===== src/rtl/cpu_clock_gen_if.sv =====
// Bundle of the clock-enable generator's control inputs and tick outputs.
// Every output is a one-clock pulse, or a level registered on the master clock.
// There is no valid/ready pair: a tick is "valid" for exactly the one clock it is high, and
// consumers are always ready. speed_busy stays high from the clock after speed_req until the
// speed_ack pulse.
interface cpu_clock_gen_if #(
  parameter int NUM_CH         = 4,
  parameter int PRESCALE_WIDTH = 10
);
  logic                      halt;
  logic                      speed_req;
  logic                      pre_clr;
  logic [NUM_CH-1:0]         ch_en;
  logic [4*NUM_CH-1:0]       ch_sel;
  logic                      cpu_ce;
  logic                      cpu_phase;
  logic [NUM_CH-1:0]         ch_ce;
  logic [PRESCALE_WIDTH-1:0] prescaler;
  logic                      double_speed;
  logic                      speed_busy;
  logic                      speed_ack;
  logic [1:0]                speed_state;

  modport master (
    output halt, speed_req, pre_clr, ch_en, ch_sel,
    input  cpu_ce, cpu_phase, ch_ce, prescaler, double_speed, speed_busy, speed_ack, speed_state
  );

  modport slave (
    input  halt, speed_req, pre_clr, ch_en, ch_sel,
    output cpu_ce, cpu_phase, ch_ce, prescaler, double_speed, speed_busy, speed_ack, speed_state
  );
endinterface


===== src/rtl/cpu_clock_gen.sv =====
// Master-clock divider that produces CPU and timer clock enables, and switches between
// normal and double speed with a stall-and-acknowledge sequence.
module cpu_clock_gen #(
  parameter int DIV_WIDTH      = 3,
  parameter int PRESCALE_WIDTH = 10,
  parameter int NUM_CH         = 4,
  parameter int STALL_TICKS    = 64
) (
  input  logic            clock,
  input  logic            reset,
  cpu_clock_gen_if.slave  bus
);
  localparam int SW = (STALL_TICKS > 1) ? $clog2(STALL_TICKS) : 1;

  typedef enum logic [1:0] {S_IDLE, S_ALIGN, S_STALL} state_t;

  state_t                    state_q, state_d;
  logic [DIV_WIDTH-1:0]      div_cnt_q, div_cnt_d;
  logic [SW-1:0]             stall_q, stall_d;
  logic                      ds_q, ds_d;
  logic                      ack_q, ack_d;
  logic                      cpu_ce_q, cpu_ce_d;
  logic [PRESCALE_WIDTH-1:0] pre_q, pre_d;
  logic [NUM_CH-1:0]         s_prev_q, s_prev_d;
  logic [NUM_CH-1:0]         ch_ce_q, ch_ce_d;
  logic [NUM_CH-1:0]         src;
  logic                      tick;
  logic                      stalled;

  // A tap index beyond the prescaler width shifts in zeros, so that channel reads as 0.
  function automatic logic tap(input logic [PRESCALE_WIDTH-1:0] v, input logic [3:0] sel);
    logic [PRESCALE_WIDTH-1:0] sh;
    sh = v >> sel;
    return sh[0];
  endfunction

  always_comb begin
    state_d   = state_q;
    div_cnt_d = div_cnt_q + DIV_WIDTH'(1);
    stall_d   = stall_q;
    ds_d      = ds_q;
    ack_d     = 1'b0;
    src       = '0;

    tick    = ds_q ? (&div_cnt_q[DIV_WIDTH-2:0]) : (&div_cnt_q);
    stalled = (state_q == S_STALL);

    cpu_ce_d = tick & ~bus.halt & ~stalled;

    pre_d = pre_q;
    if (tick && !stalled) pre_d = pre_q + PRESCALE_WIDTH'(1);
    if (bus.pre_clr)      pre_d = '0;

    for (int i = 0; i < NUM_CH; i++) begin
      src[i] = bus.ch_en[i] & tap(pre_q, bus.ch_sel[4*i +: 4]);
    end
    // Edges seen during a stall are consumed, not replayed afterwards.
    s_prev_d = src;
    ch_ce_d  = s_prev_q & ~src & {NUM_CH{~stalled}};

    case (state_q)
      S_IDLE: begin
        if (bus.speed_req) state_d = S_ALIGN;
      end
      S_ALIGN: begin
        if (tick) begin
          state_d = S_STALL;
          stall_d = SW'(STALL_TICKS - 1);
        end
      end
      S_STALL: begin
        if (stall_q == '0) begin
          state_d   = S_IDLE;
          ds_d      = ~ds_q;
          div_cnt_d = '0;
          ack_d     = 1'b1;
        end else begin
          stall_d = stall_q - SW'(1);
        end
      end
      default: state_d = S_IDLE;
    endcase
  end

  always_ff @(posedge clock) begin
    if (reset) begin
      state_q   <= S_IDLE;
      div_cnt_q <= '0;
      stall_q   <= '0;
      ds_q      <= 1'b0;
      ack_q     <= 1'b0;
      cpu_ce_q  <= 1'b0;
      pre_q     <= '0;
      s_prev_q  <= '0;
      ch_ce_q   <= '0;
    end else begin
      state_q   <= state_d;
      div_cnt_q <= div_cnt_d;
      stall_q   <= stall_d;
      ds_q      <= ds_d;
      ack_q     <= ack_d;
      cpu_ce_q  <= cpu_ce_d;
      pre_q     <= pre_d;
      s_prev_q  <= s_prev_d;
      ch_ce_q   <= ch_ce_d;
    end
  end

  assign bus.cpu_ce       = cpu_ce_q;
  assign bus.cpu_phase    = div_cnt_q[DIV_WIDTH-1];
  assign bus.ch_ce        = ch_ce_q;
  assign bus.prescaler    = pre_q;
  assign bus.double_speed = ds_q;
  assign bus.speed_busy   = (state_q != S_IDLE);
  assign bus.speed_ack    = ack_q;
  assign bus.speed_state  = state_q;
endmodule


===== src/flat_wrapper.sv =====
// flat-port wrapper written by rule: the top's interface ports become plain ports
module cpu_clock_gen_flat 
#(
  parameter int DIV_WIDTH      = 3,
  parameter int PRESCALE_WIDTH = 10,
  parameter int NUM_CH         = 4,
  parameter int STALL_TICKS    = 64
)
  (clock, reset, bus_halt, bus_speed_req, bus_pre_clr, bus_ch_en, bus_ch_sel, bus_cpu_ce, bus_cpu_phase, bus_ch_ce, bus_prescaler, bus_double_speed, bus_speed_busy, bus_speed_ack, bus_speed_state);
  cpu_clock_gen_if #(.NUM_CH(NUM_CH), .PRESCALE_WIDTH(PRESCALE_WIDTH)) bus_i ();
  input  logic clock;
  input  logic reset;
  input wire logic [$bits(bus_i.halt)-1:0] bus_halt;
  input wire logic [$bits(bus_i.speed_req)-1:0] bus_speed_req;
  input wire logic [$bits(bus_i.pre_clr)-1:0] bus_pre_clr;
  input wire logic [$bits(bus_i.ch_en)-1:0] bus_ch_en;
  input wire logic [$bits(bus_i.ch_sel)-1:0] bus_ch_sel;
  output wire logic [$bits(bus_i.cpu_ce)-1:0] bus_cpu_ce;
  output wire logic [$bits(bus_i.cpu_phase)-1:0] bus_cpu_phase;
  output wire logic [$bits(bus_i.ch_ce)-1:0] bus_ch_ce;
  output wire logic [$bits(bus_i.prescaler)-1:0] bus_prescaler;
  output wire logic [$bits(bus_i.double_speed)-1:0] bus_double_speed;
  output wire logic [$bits(bus_i.speed_busy)-1:0] bus_speed_busy;
  output wire logic [$bits(bus_i.speed_ack)-1:0] bus_speed_ack;
  output wire logic [$bits(bus_i.speed_state)-1:0] bus_speed_state;
  assign bus_i.halt = bus_halt;
  assign bus_i.speed_req = bus_speed_req;
  assign bus_i.pre_clr = bus_pre_clr;
  assign bus_i.ch_en = bus_ch_en;
  assign bus_i.ch_sel = bus_ch_sel;
  assign bus_cpu_ce = bus_i.cpu_ce;
  assign bus_cpu_phase = bus_i.cpu_phase;
  assign bus_ch_ce = bus_i.ch_ce;
  assign bus_prescaler = bus_i.prescaler;
  assign bus_double_speed = bus_i.double_speed;
  assign bus_speed_busy = bus_i.speed_busy;
  assign bus_speed_ack = bus_i.speed_ack;
  assign bus_speed_state = bus_i.speed_state;
  cpu_clock_gen #(.DIV_WIDTH(DIV_WIDTH), .PRESCALE_WIDTH(PRESCALE_WIDTH), .NUM_CH(NUM_CH), .STALL_TICKS(STALL_TICKS)) u_core (.clock(clock), .reset(reset), .bus(bus_i));
endmodule

===== config.mk =====
export PLATFORM = sky130hd
export DESIGN_NAME = cpu_clock_gen_flat
export DESIGN_NICKNAME = d
export VERILOG_FILES = /design/src/rtl/cpu_clock_gen_if.sv /design/src/rtl/cpu_clock_gen.sv /design/src/flat_wrapper.sv
export SDC_FILE = /design/constraint.sdc
export NUM_CORES = 1
export LEC_CHECK = 0
export CAP_MARGIN = 20
export CORE_MARGIN = 1
export CORE_UTILIZATION = 52
export DETAILED_ROUTE_END_ITERATION = 8
export GPL_TIMING_DRIVEN = 1
export PLACE_DENSITY = 0.86
export SYNTH_ARGS = -nofsm -noshare
export SYNTH_HDL_FRONTEND = slang
export SYNTH_SLANG_ARGS = --single-unit

===== constraint.sdc =====
create_clock -name clock -period 4.25 [get_ports clock]
set_clock_uncertainty 0.05 [all_clocks]
set_input_delay 1.0625 -clock clock [delete_from_list [all_inputs] [get_ports clock]]
set_output_delay 1.0625 -clock clock [all_outputs]
set_load 0.02 [all_outputs]

# Yosys cells after proc, flatten, opt, wreduce, memory -nomap -nowiden
# Cells that the tools add are included.
# op_classes
n_addsub,3
n_eq_ne,6
shifts,4
muxes,11
bitwise,12
n_reduce_logical,13
# op_table
cell,n
10-bit by 4-bit >> shifter with 1-bit output,4
6-bit two-way mux,2
6-bit one-hot mux with 2 select lines,1
10-bit by 1-bit adder with 10-bit output (second input constant),1
3-bit AND reduction,3
4-bit bitwise AND,2
1-bit bitwise AND,6
6-bit logical NOT,1
2-bit two-way mux,3
3-bit two-way mux,2
2-bit inequality test (second input constant),3
2-bit one-hot mux with 3 select lines,1
6-bit by 1-bit subtractor with 6-bit output (second input constant),1
4-bit inverter,1
2-bit AND reduction,2
2-bit nonzero test,2
2-bit OR reduction,2
3-bit by 1-bit adder with 3-bit output (second input constant),1
1-bit inverter,3
2-bit by 1-bit == test with 1-bit output (second input constant),1
2-bit == test (second input constant),1
2-bit logical NOT,1
1-bit two-way mux,2
2-bit by 1-bit inequality test with 1-bit output (second input constant),1
other kinds (2),2
# word_totals
ff_bits,32
output_inout_bits,21
elab_cells,58

# Depth between registers and ports, before layout
# Gate-level depths: netlist of run 1.
# logic_depth
ltp_word,5
ltp_mapped,6
mapped_depth_nobuf,6

# Least setup slack after synthesis of run 1
# OpenSTA, ideal clock, no wires.
# synth_path
kind,input-to-reg
start,input port bus_ch_sel[4]
end,"register u_core.ch_ce_q[1], in the netlist u_core.bus.ch_ce[1]"
setup_time_ns,0.060
t_arrival_ns,2.141
required_time_ns,4.140
path_slack_ns,1.999
cell_stages,5
path_buffers,1
cell_sequence,clkbuf_1 -> mux2_2 -> and4_1 -> a31oi_1 -> and3_1
# synth_via
elab_chain_cells,5
# synth_lines
item,line,source
from (decl),flat_wrapper.sv:17,input wire logic [$bits(bus_i.ch_sel)-1:0] bus_ch_sel;
10-bit by 4-bit >> shifter with 1-bit output,cpu_clock_gen.sv:33,sh = v >> sel;
1-bit bitwise AND,cpu_clock_gen.sv:55,"src[i] = bus.ch_en[i] & tap(pre_q, bus.ch_sel[4*i +: 4]);"
4-bit inverter,cpu_clock_gen.sv:59,ch_ce_d = s_prev_q & ~src & {NUM_CH{~stalled}};
4-bit bitwise AND (2 in series),cpu_clock_gen.sv:59,
to (signal assigned),cpu_clock_gen.sv:105,ch_ce_q <= ch_ce_d;
to (decl),cpu_clock_gen.sv:25,"logic [NUM_CH-1:0] ch_ce_q, ch_ce_d;"
# No other way between the ends.
# A chain may end at the register's enable or synchronous reset.

# Worst setup path in the final report of run 1
# layout_path
start,"register u_core.state_q[0], in the netlist u_core.bus.speed_state[0]"
end,output port bus_speed_busy
# layout_via
elab_chain_cells,1
# layout_lines
item,line,source
from (decl),cpu_clock_gen.sv:17,"state_t state_q, state_d;"
from (signal assigned),cpu_clock_gen.sv:97,state_q <= state_d;
2-bit nonzero test,cpu_clock_gen.sv:114,assign bus.speed_busy = (state_q != S_IDLE);
to (decl),flat_wrapper.sv:23,output wire logic [$bits(bus_i.speed_busy)-1:0] bus_speed_busy;
# No other way between the ends.

==> summary by stage, run 1 <==
Status
The run finished with clean final reports.

Placed design
Detailed placement ended at an HPWL of 3.21 mm. The routability-driven placement congestion ratio is 0.823. Buffers placed on the I/O ports in this run total between 40 and 50. The worst slack at placement is between 1 and 1.5 ns.

Clock tree
Clock latency on the worst-skew pair, taken at its later pin, is about 0.34 ns. The clock root buffer is sky130_fd_sc_hd__clkbuf_4. The TritonCTS buffer count is 5.

Counting along the longest clock path gives a buffer depth of 2. Clock-pin slew was measured on the worst setup and hold paths at 0.10 ns. The number of cells upsized or downsized after cts is 0. The number of setup buffers added after CTS is 0. Buffers inserted to repair hold after CTS numbered 0.

The H-tree depth is 2. TritonCTS built the clock tree. The clock drives 32 sinks.

Worst setup path
The startpoint of the lowest-slack register-to-register path is u_core.div_cnt_q[0]. At the worst endpoint, the arrival time is 1.72 ns. The worst reg2reg path endpoint is u_core.bus.prescaler[5]. The register-to-register path setup slack is 2.40 ns. The critical setup path kind is reg2out. The required time reported for the critical path endpoint is 3.14 ns. Of all nets on the critical path, the largest fanout is 4. The worst register-to-register path has a depth of 6. The type of destination of the critical path is a primary output.

The worst setup path is launched from a register.

Synthesis
The instance count of the mapped netlist is 195. For this run, the register share of the synthesized area comes to between 30% and 40%. The combined area of all synthesized cells is ~1800 sq um.

Each instance of the synthesized netlist takes up on average 9.32 sq um. The netlist uses 48 different library cells. Counting every net in the synthesized netlist gives approximately 230. Among all flip-flop cells after synthesis, the most frequent one is sky130_fd_sc_hd__dfxtp_1. The synthesized design contains 0 enable-type register cells.

The number of warnings printed during yosys synthesis is 0. In this run, synthesis produced a sequential element count of 32. The proportion of synthesized flip-flops having asynchronous set or reset is 0%.

Drt
The detailed router's first-iteration violation count is a little over 90. The first-pass detailed-route iteration total is 4. The final layout contains routed wiring with a total length of approximately 4.3 mm. Dividing the detail-routed wire length by the instance count gives 14.8 um.

The final routed DRC violation total is 0. The count of vias placed by the detailed router is between 1500 and 2000. In the routed layout, each cell is associated on average with a via count of 5.76.

The residual antenna-violating net count after detailed routing is 0.

Floorplanning
The number of core rows is 21. The horizontal die dimension is approximately 61 um. The y dimension of the die is between 60 and 70 um. The floorplan step defined a core boundary enclosing around 3300 sq um. During I/O placement, the number of pins put on the boundary was between 40 and 50. The floorplan step defined a die boundary enclosing 3730 sq um. The initial utilization of the core area, before any placement, comes to 54.4%.

Flow run
Across the run, the number of max-cap violations was 0.

GRT
The via count of the first global-routing pass came to 1451. The initial antenna violation count is 0. Global routing used a little under a quarter of the available tracks. The maximum number of pins on one net before global-route repair is 16. The total overflow left after global routing is 0. The wire length of the first global-routing pass is between 6 and 7 mm.

Hold path
The hold-critical path depth is 1. The beginning of the worst hold path is u_core.div_cnt_q[0]. The class of the worst hold path is reg2reg. The worst hold path terminates at u_core.div_cnt_q[0].

Final layout
0 antenna diodes ended up in the layout. The library cell used most frequently in the layout, excluding fill and tap cells, is sky130_fd_sc_hd__clkdlybuf4s50_1. After the last flow step, the layout net total stands at 276. The fraction of final layout cells sized beyond drive strength 1 is just under 9%. Measured on the finished design, the core utilization comes to between 70% and 80%.

The signed area change from the synthesized netlist to the final layout is 30.1%. The top cell types in the final layout, fill and taps aside, are sky130_fd_sc_hd__clkdlybuf4s50_1 (45), sky130_fd_sc_hd__dfxtp_1 (32), sky130_fd_sc_hd__nor2_1 (14).

STA
Setup repair after global routing left no endpoint under its margin. Headroom to the max-slew limit came out at a little under 70%. The number of slew-limit violations in the final report is 0. For the pin with the worst max-slew slack, the measured transition is a little under 0.5 ns. Subtracting the final worst setup slack from the clock period gives 2.83 ns. The slack of the critical path is between 1 and 1.5 ns. Summed over all failing endpoints, the final setup total negative slack is 0 ns. The top achievable clock speed is ~350 MHz. Setup violations remaining at the end of the flow were counted as 0. Hold is met by 0.403 ns. The number of hold-slack violations in the final timing report is 0. The final period utilization is 66.7%.

Power
The total power is about 910 uW. The worst-case IR drop observed on VDD is around 280 uV. Power spread over the standard cell area amounts to roughly 380 nW/um^2.

The total leakage power is between 0.0008 and 0.0009 uW.
stage by stage:
step / std cells / area (sq um)
after floorplan: 195 / 1820
after global placement: 281 / 2300
after detailed placement: 281 / 2300
after CTS: 289 / 2360
after global routing: 289 / 2360
final: 289 / 2360
worst max path at each step:
stage,from,endpoint,cells after the start
floorplan,bus_ch_sel[4],u_core.bus.ch_ce[1],5
global placement,bus_ch_sel[0],u_core.bus.ch_ce[0],5
detailed placement,bus_ch_sel[0],u_core.bus.ch_ce[0],5
global route,u_core.bus.speed_state[0],bus_speed_busy,4
CTS,u_core.bus.speed_state[0],bus_speed_busy,4
finish,u_core.bus.speed_state[0],bus_speed_busy,4
worst max-delay path, stage by stage, from the launching register on:
cell                              delay (ns)
sky130_fd_sc_hd__dfxtp_1                0.39
sky130_fd_sc_hd__inv_1                  0.09
sky130_fd_sc_hd__ha_1                   0.20
sky130_fd_sc_hd__inv_1                  0.09
sky130_fd_sc_hd__clkdlybuf4s50_1        0.61
cell usage after synthesis (4+ instances only):
cell type | instances | share of area (%)
sky130_fd_sc_hd__dfxtp_1 | 32 | 35
sky130_fd_sc_hd__nor2_1 | 14 | 2.9
sky130_fd_sc_hd__inv_1 | 12 | 2.5
sky130_fd_sc_hd__mux2i_1 | 12 | 6.6
sky130_fd_sc_hd__a21oi_1 | 10 | 2.8
sky130_fd_sc_hd__ha_1 | 9 | 6.2
sky130_fd_sc_hd__nand2_1 | 9 | 1.9
sky130_fd_sc_hd__o21ai_0 | 9 | 2.5
sky130_fd_sc_hd__or3_1 | 8 | 2.8
sky130_fd_sc_hd__a31oi_1 | 7 | 2.4
sky130_fd_sc_hd__nand3_1 | 5 | 1.4
sky130_fd_sc_hd__and4_1 | 4 | 1.9
sky130_fd_sc_hd__mux4_2 | 4 | 5.0
sky130_fd_sc_hd__nor3_1 | 4 | 1.1
sky130_fd_sc_hd__nor3b_1 | 4 | 1.7
power by group:
| part | switching (uW) | internal (uW) | total (uW) |
|---|---|---|---|
| clock | 108 | 78.6 | 187 |
| sequential | 32.0 | 337 | 369 |
| combinational | 194 | 158 | 352 |
kinds of logic after synthesis:
| family | count (synthesis) | share of synthesized area [%] |
|---|---|---|
| and+or+nand+nor | 68 | 22.2 |
| AOI/OAI and AO/OA | 45 | 16.5 |
| DFF | 32 | 35.3 |
| muxes | 19 | 13.8 |
| buffers and inverters | 18 | 4.13 |
| adders and majority gates | 9 | 6.20 |
| xor gates and xnor gates | 4 | 1.93 |
final cells by class:
cell class | count | area, sq um
Inverter | 12 | 45.0
Multi-Input combinational cell | 145 | 1100
Tap cell | 46 | 57.6
Timing Repair Buffer | 46 | 458
Clock buffer | 6 | 51.3
Clock inverter | 2 | 10.0
Fill cell | 276 | 973
Sequential cell | 32 | 641
sequential cells by signal (all words and copies together) (netlist names):
| signal | cells |
|---|---|
| u_core.s_prev_q | 4 |
| u_core.bus.cpu_ce | 1 |
| u_core.bus.prescaler | 10 |
| u_core.bus.speed_state | 2 |
| u_core.bus.speed_ack | 1 |
| u_core.div_cnt_q | 3 |
| u_core.bus.double_speed | 1 |
| u_core.stall_q | 6 |
| u_core.bus.ch_ce | 4 |
metal layers:
| layer | part of all wire, % | global-route usage (%) |
|---|---|---|
| met5 | 0 | 0 |
| met4 | 2.0 | 10.4 |
| met3 | 5.4 | 5.46 |
| met2 | 47 | 41.3 |
| met1 | 45 | 28.5 |
No activity file was read; power rests on OpenSTA's default activity.
==> run 2, diff against run 1 <==
- CORE_UTILIZATION: 52 -> 44
- PLACE_DENSITY: 0.86 -> 0.78
- clock period: 4.25 -> 2.3 ns (I/O delays scaled with it)
==> run 2 against run 1 <==
  * Clock power increased to 3.2 times the previous value
  * Power increased by 110%
  * First-iteration DRC count unchanged
  * Non-clock buffer count grew 4
  * Critical path depth decreased by 3
  * Wire length increased by 0.63%
  * Die area grew 18%
  * Cell count up 2.1%
  * Clock-buffer cell count rose by 1
  * Setup slack lost 1.3 ns
==> summary by stage, run 2 (same netlist as run 1, synthesis figures left out) <==
Floorplanning
The floorplan die area is 4390 sq um (+18%). The y dimension of the die is 66.3 um (+8.4%). The core box area is 3800 sq um (+14%). The effective utilization at floorplan is 47.8% (-6.6 points).

The horizontal die dimension is 66.3 um (+8.4%). The number of core rows is 22 (+4.8%). The number of placed I/O pins is 46 (unchanged).

STA
The final total negative setup slack is 0 ns (unchanged). After layout, the worst path uses a little over nine tenths of the clock period. The number of hold-slack violations in the final timing report is 0 (unchanged).

The number of slew-limit violations in the final report is 0 (unchanged). The worst hold margin is 0.392 ns (-0.0107 ns). The top achievable clock speed is 463 MHz. The slew at the pin with the worst max-slew slack was 0.482 ns (-0.00687 ns).

The worst slew margin relative to its limit was 67.3% (-0.075 points). The routed design could run at a clock period as short as roughly 2.2 ns. The slack of the critical path is 0.139 ns (-1.28 ns). The number of setup violations in the final report is 0 (unchanged). Setup repair after global routing left no endpoint under its margin.

Status
The flow ran to the end, and the final reports show no timing, DRC or antenna violations.

Clock tree
The TritonCTS buffer count was 5 (unchanged). The number of buffers inserted by hold repair at cts is 0 (unchanged). The clock slew at the register clock pins of the worst setup and hold paths is 0.07 ns (-0.03 ns).

The H-tree depth is 2 (unchanged). The clock insertion delay at the later pin of the skew report was 0.29 ns (-0.05 ns). The CTS sink count is 32 (unchanged). TritonCTS built the clock tree. The clock root buffer is sky130_fd_sc_hd__clkbuf_8. The maximum count of clock buffers along a single path is 2 (unchanged).

Power
The fraction of power consumed by the clock network is 31.2% (+11 points). The proportion of total power due to net switching is 32.8% (-4.0 points). The total net switching power is 634 uW (+89%). The total leakage power came to 0.000957 uW (+7.3%).

The internal cell power was 1300 uW (+130%). The largest voltage drop on the vdd net is 733 uV (+160%). The power density normalized to cell area is 780 nW/um^2 (+100%). The proportion of power drawn by flip-flops and latches is 35.5% (-5.1 points). The fraction of power consumed by combinational cells is 33.3% (-5.5 points).

Drt
The detailed router's first-iteration violation count is 92 (unchanged). The first-pass detailed-route iteration total is 4 (unchanged). The residual antenna-violating net count after detailed routing is 0 (unchanged). The via count normalized by instance count is 5.63 (-2.3%).

The final routed wire length divided by cell count is 14.6 um (-1.4%). The post-route met1 wirelength is 2.03 mm (+4.8%). The detailed route wirelength on metal3 came to 177 um (-23%). The final routed DRC violation total is 0 (unchanged). Routed signal wires occupy layers up through met4.

The count of vias placed by the detailed router is 1661 (-0.30%). The wire length on met2 is 2.05 mm (+1.4%). The post-detailed-routing wire length is 4.30 mm (+0.63%).

Worst setup path
The worst setup path is captured at a primary output. The maximum net fanout on the critical path is 11 (+7). The arrival time reported for the critical path endpoint is 1.54 ns (-0.18 ns). Among all stages on the critical path, the largest delay is contributed by sky130_fd_sc_hd__clkdlybuf4s50_1. The kind of start point of the critical path is a register. The critical path goes through clkdlybuf4s50_1. The worst path buffer plus inverter count is 1 (-2).

The required time reported for the critical path endpoint was 1.67 ns (-1.47 ns). The stage delay of the slowest cell on the critical path is 0.68 ns (+0.07 ns). The critical path is of the reg2out type.

The cell class contributing the biggest share of worst-path delay is buffers and inverters.

Placed design
The total half-perimeter wirelength after legalization and detailed placement came to 3.14 mm (-2.2%). The placement-stage cell area was 2350 sq um (+2.0%). The count of port buffers added during placement was 45 (unchanged). The routability-driven placement congestion ratio is 0.818 (-0.61%). The worst slack at placement is 0.00714 ns (-1.43 ns).

Final layout
The number of flip-flops in the largest register was 10 (unchanged). The final cell area excluding filler cells is 2480 sq um (+4.8%). The number of filler instances in the final layout came to 330 (+20%).

The post-layout utilization of the core came to 65.2% (-5.6 points). The library cells used most frequently in the layout, excluding fill and tap cells, are sky130_fd_sc_hd__clkdlybuf4s50_1 (44), sky130_fd_sc_hd__dfxtp_1 (32), sky130_fd_sc_hd__nor2_1 (14). The number of antenna cells inserted was 0 (unchanged). The fraction of final layout cells sized beyond drive strength 1 is 10.1% (+1.5 points). The total number of nets in the final design was 280 (+1.4%).

The most frequent standard cell in the layout excluding fill and tap cells is sky130_fd_sc_hd__clkdlybuf4s50_1. The signed area change from the synthesized netlist to the final layout is 36.3%.

Flow run
The total of max-cap violations came to 0 (unchanged).

Hold path
The class of the worst hold path is reg2reg.

GRT
The initial antenna violation count is 0 (unchanged). The maximum number of pins on one net before global-route repair was 19 (+3). The overall fraction of global-route tracks in use is 21.2% (-2.7 points).

The via count of the first global-routing pass is 1551 (+6.9%). The wire length of the first global-routing pass is 6.98 mm (+7.3%). The total global routing overflow is 0 (unchanged).
## run 2: cell type report
cell class / count / area [sq um] / area share [%]
clock inverters: 1 / 30.0 / 1.21
well taps: 48 / 60.1 / 2.43
flip-flops and latches: 32 / 641 / 25.9
clock buffers: 7 / 96.3 / 3.89
inverters: 12 / 45.0 / 1.82
multi-input cells: 145 / 1100 / 44.5
repair buffers: 50 / 503 / 20.3
## run 2: timing repair
action | CTS | global route
setup endpoints to repair | 0 | 1
setup buffers | 0 | 0
gates resized for setup | 0 | 1
endpoints found under the hold margin | 0 | 0
## run 2: worst reg2reg max path, stage by stage, from the launching register on
cell and delay [ns]:
sky130_fd_sc_hd__dfxtp_1 0.32, sky130_fd_sc_hd__ha_1 0.24, sky130_fd_sc_hd__ha_1 0.22, sky130_fd_sc_hd__mux2i_2 0.41, sky130_fd_sc_hd__a21boi_1 0.24, sky130_fd_sc_hd__a21o_1 0.20, sky130_fd_sc_hd__a31oi_1 0.16
## run 2: power groups by stage
| stage | logic (uW) | registers, uW | clock network [uW] |
|---|---|---|---|
| final | 643 | 686 | 602 |
| after global routing | 714 | 696 | 627 |
| after CTS | 643 | 686 | 607 |
| after detailed placement | 639 | 695 | 0 |
| after global placement | 628 | 694 | 0 |
| after floorplan | 426 | 703 | 0 |
## run 2: path summary, 6_finish.rpt
path	startpoint	endpoint	slack, ns	cells after the start
setup reg to reg	u_core.div_cnt_q[0]	u_core.stall_q[5]	0.39	6
hold / removal	u_core.div_cnt_q[0]	u_core.div_cnt_q[0]	0.39	1
setup / recovery	u_core.bus.prescaler[4]	bus_prescaler[4]	0.14	1
hold reg to reg	u_core.div_cnt_q[0]	u_core.div_cnt_q[0]	0.39	1
## run 2: metal layers
layer  vias to the layer above  track usage, %
met4                         0            7.18
met1                       787            27.3
met2                        38            35.2
li1                        832               -
met3                         4            4.14
met5                         -               0
## run 2: metrics by stage
stage	power, uW	std cells
after floorplan	1130	195
after global placement	1320	287
after detailed placement	1330	287
after CTS	1940	295
after global routing	2040	295
final	1930	295
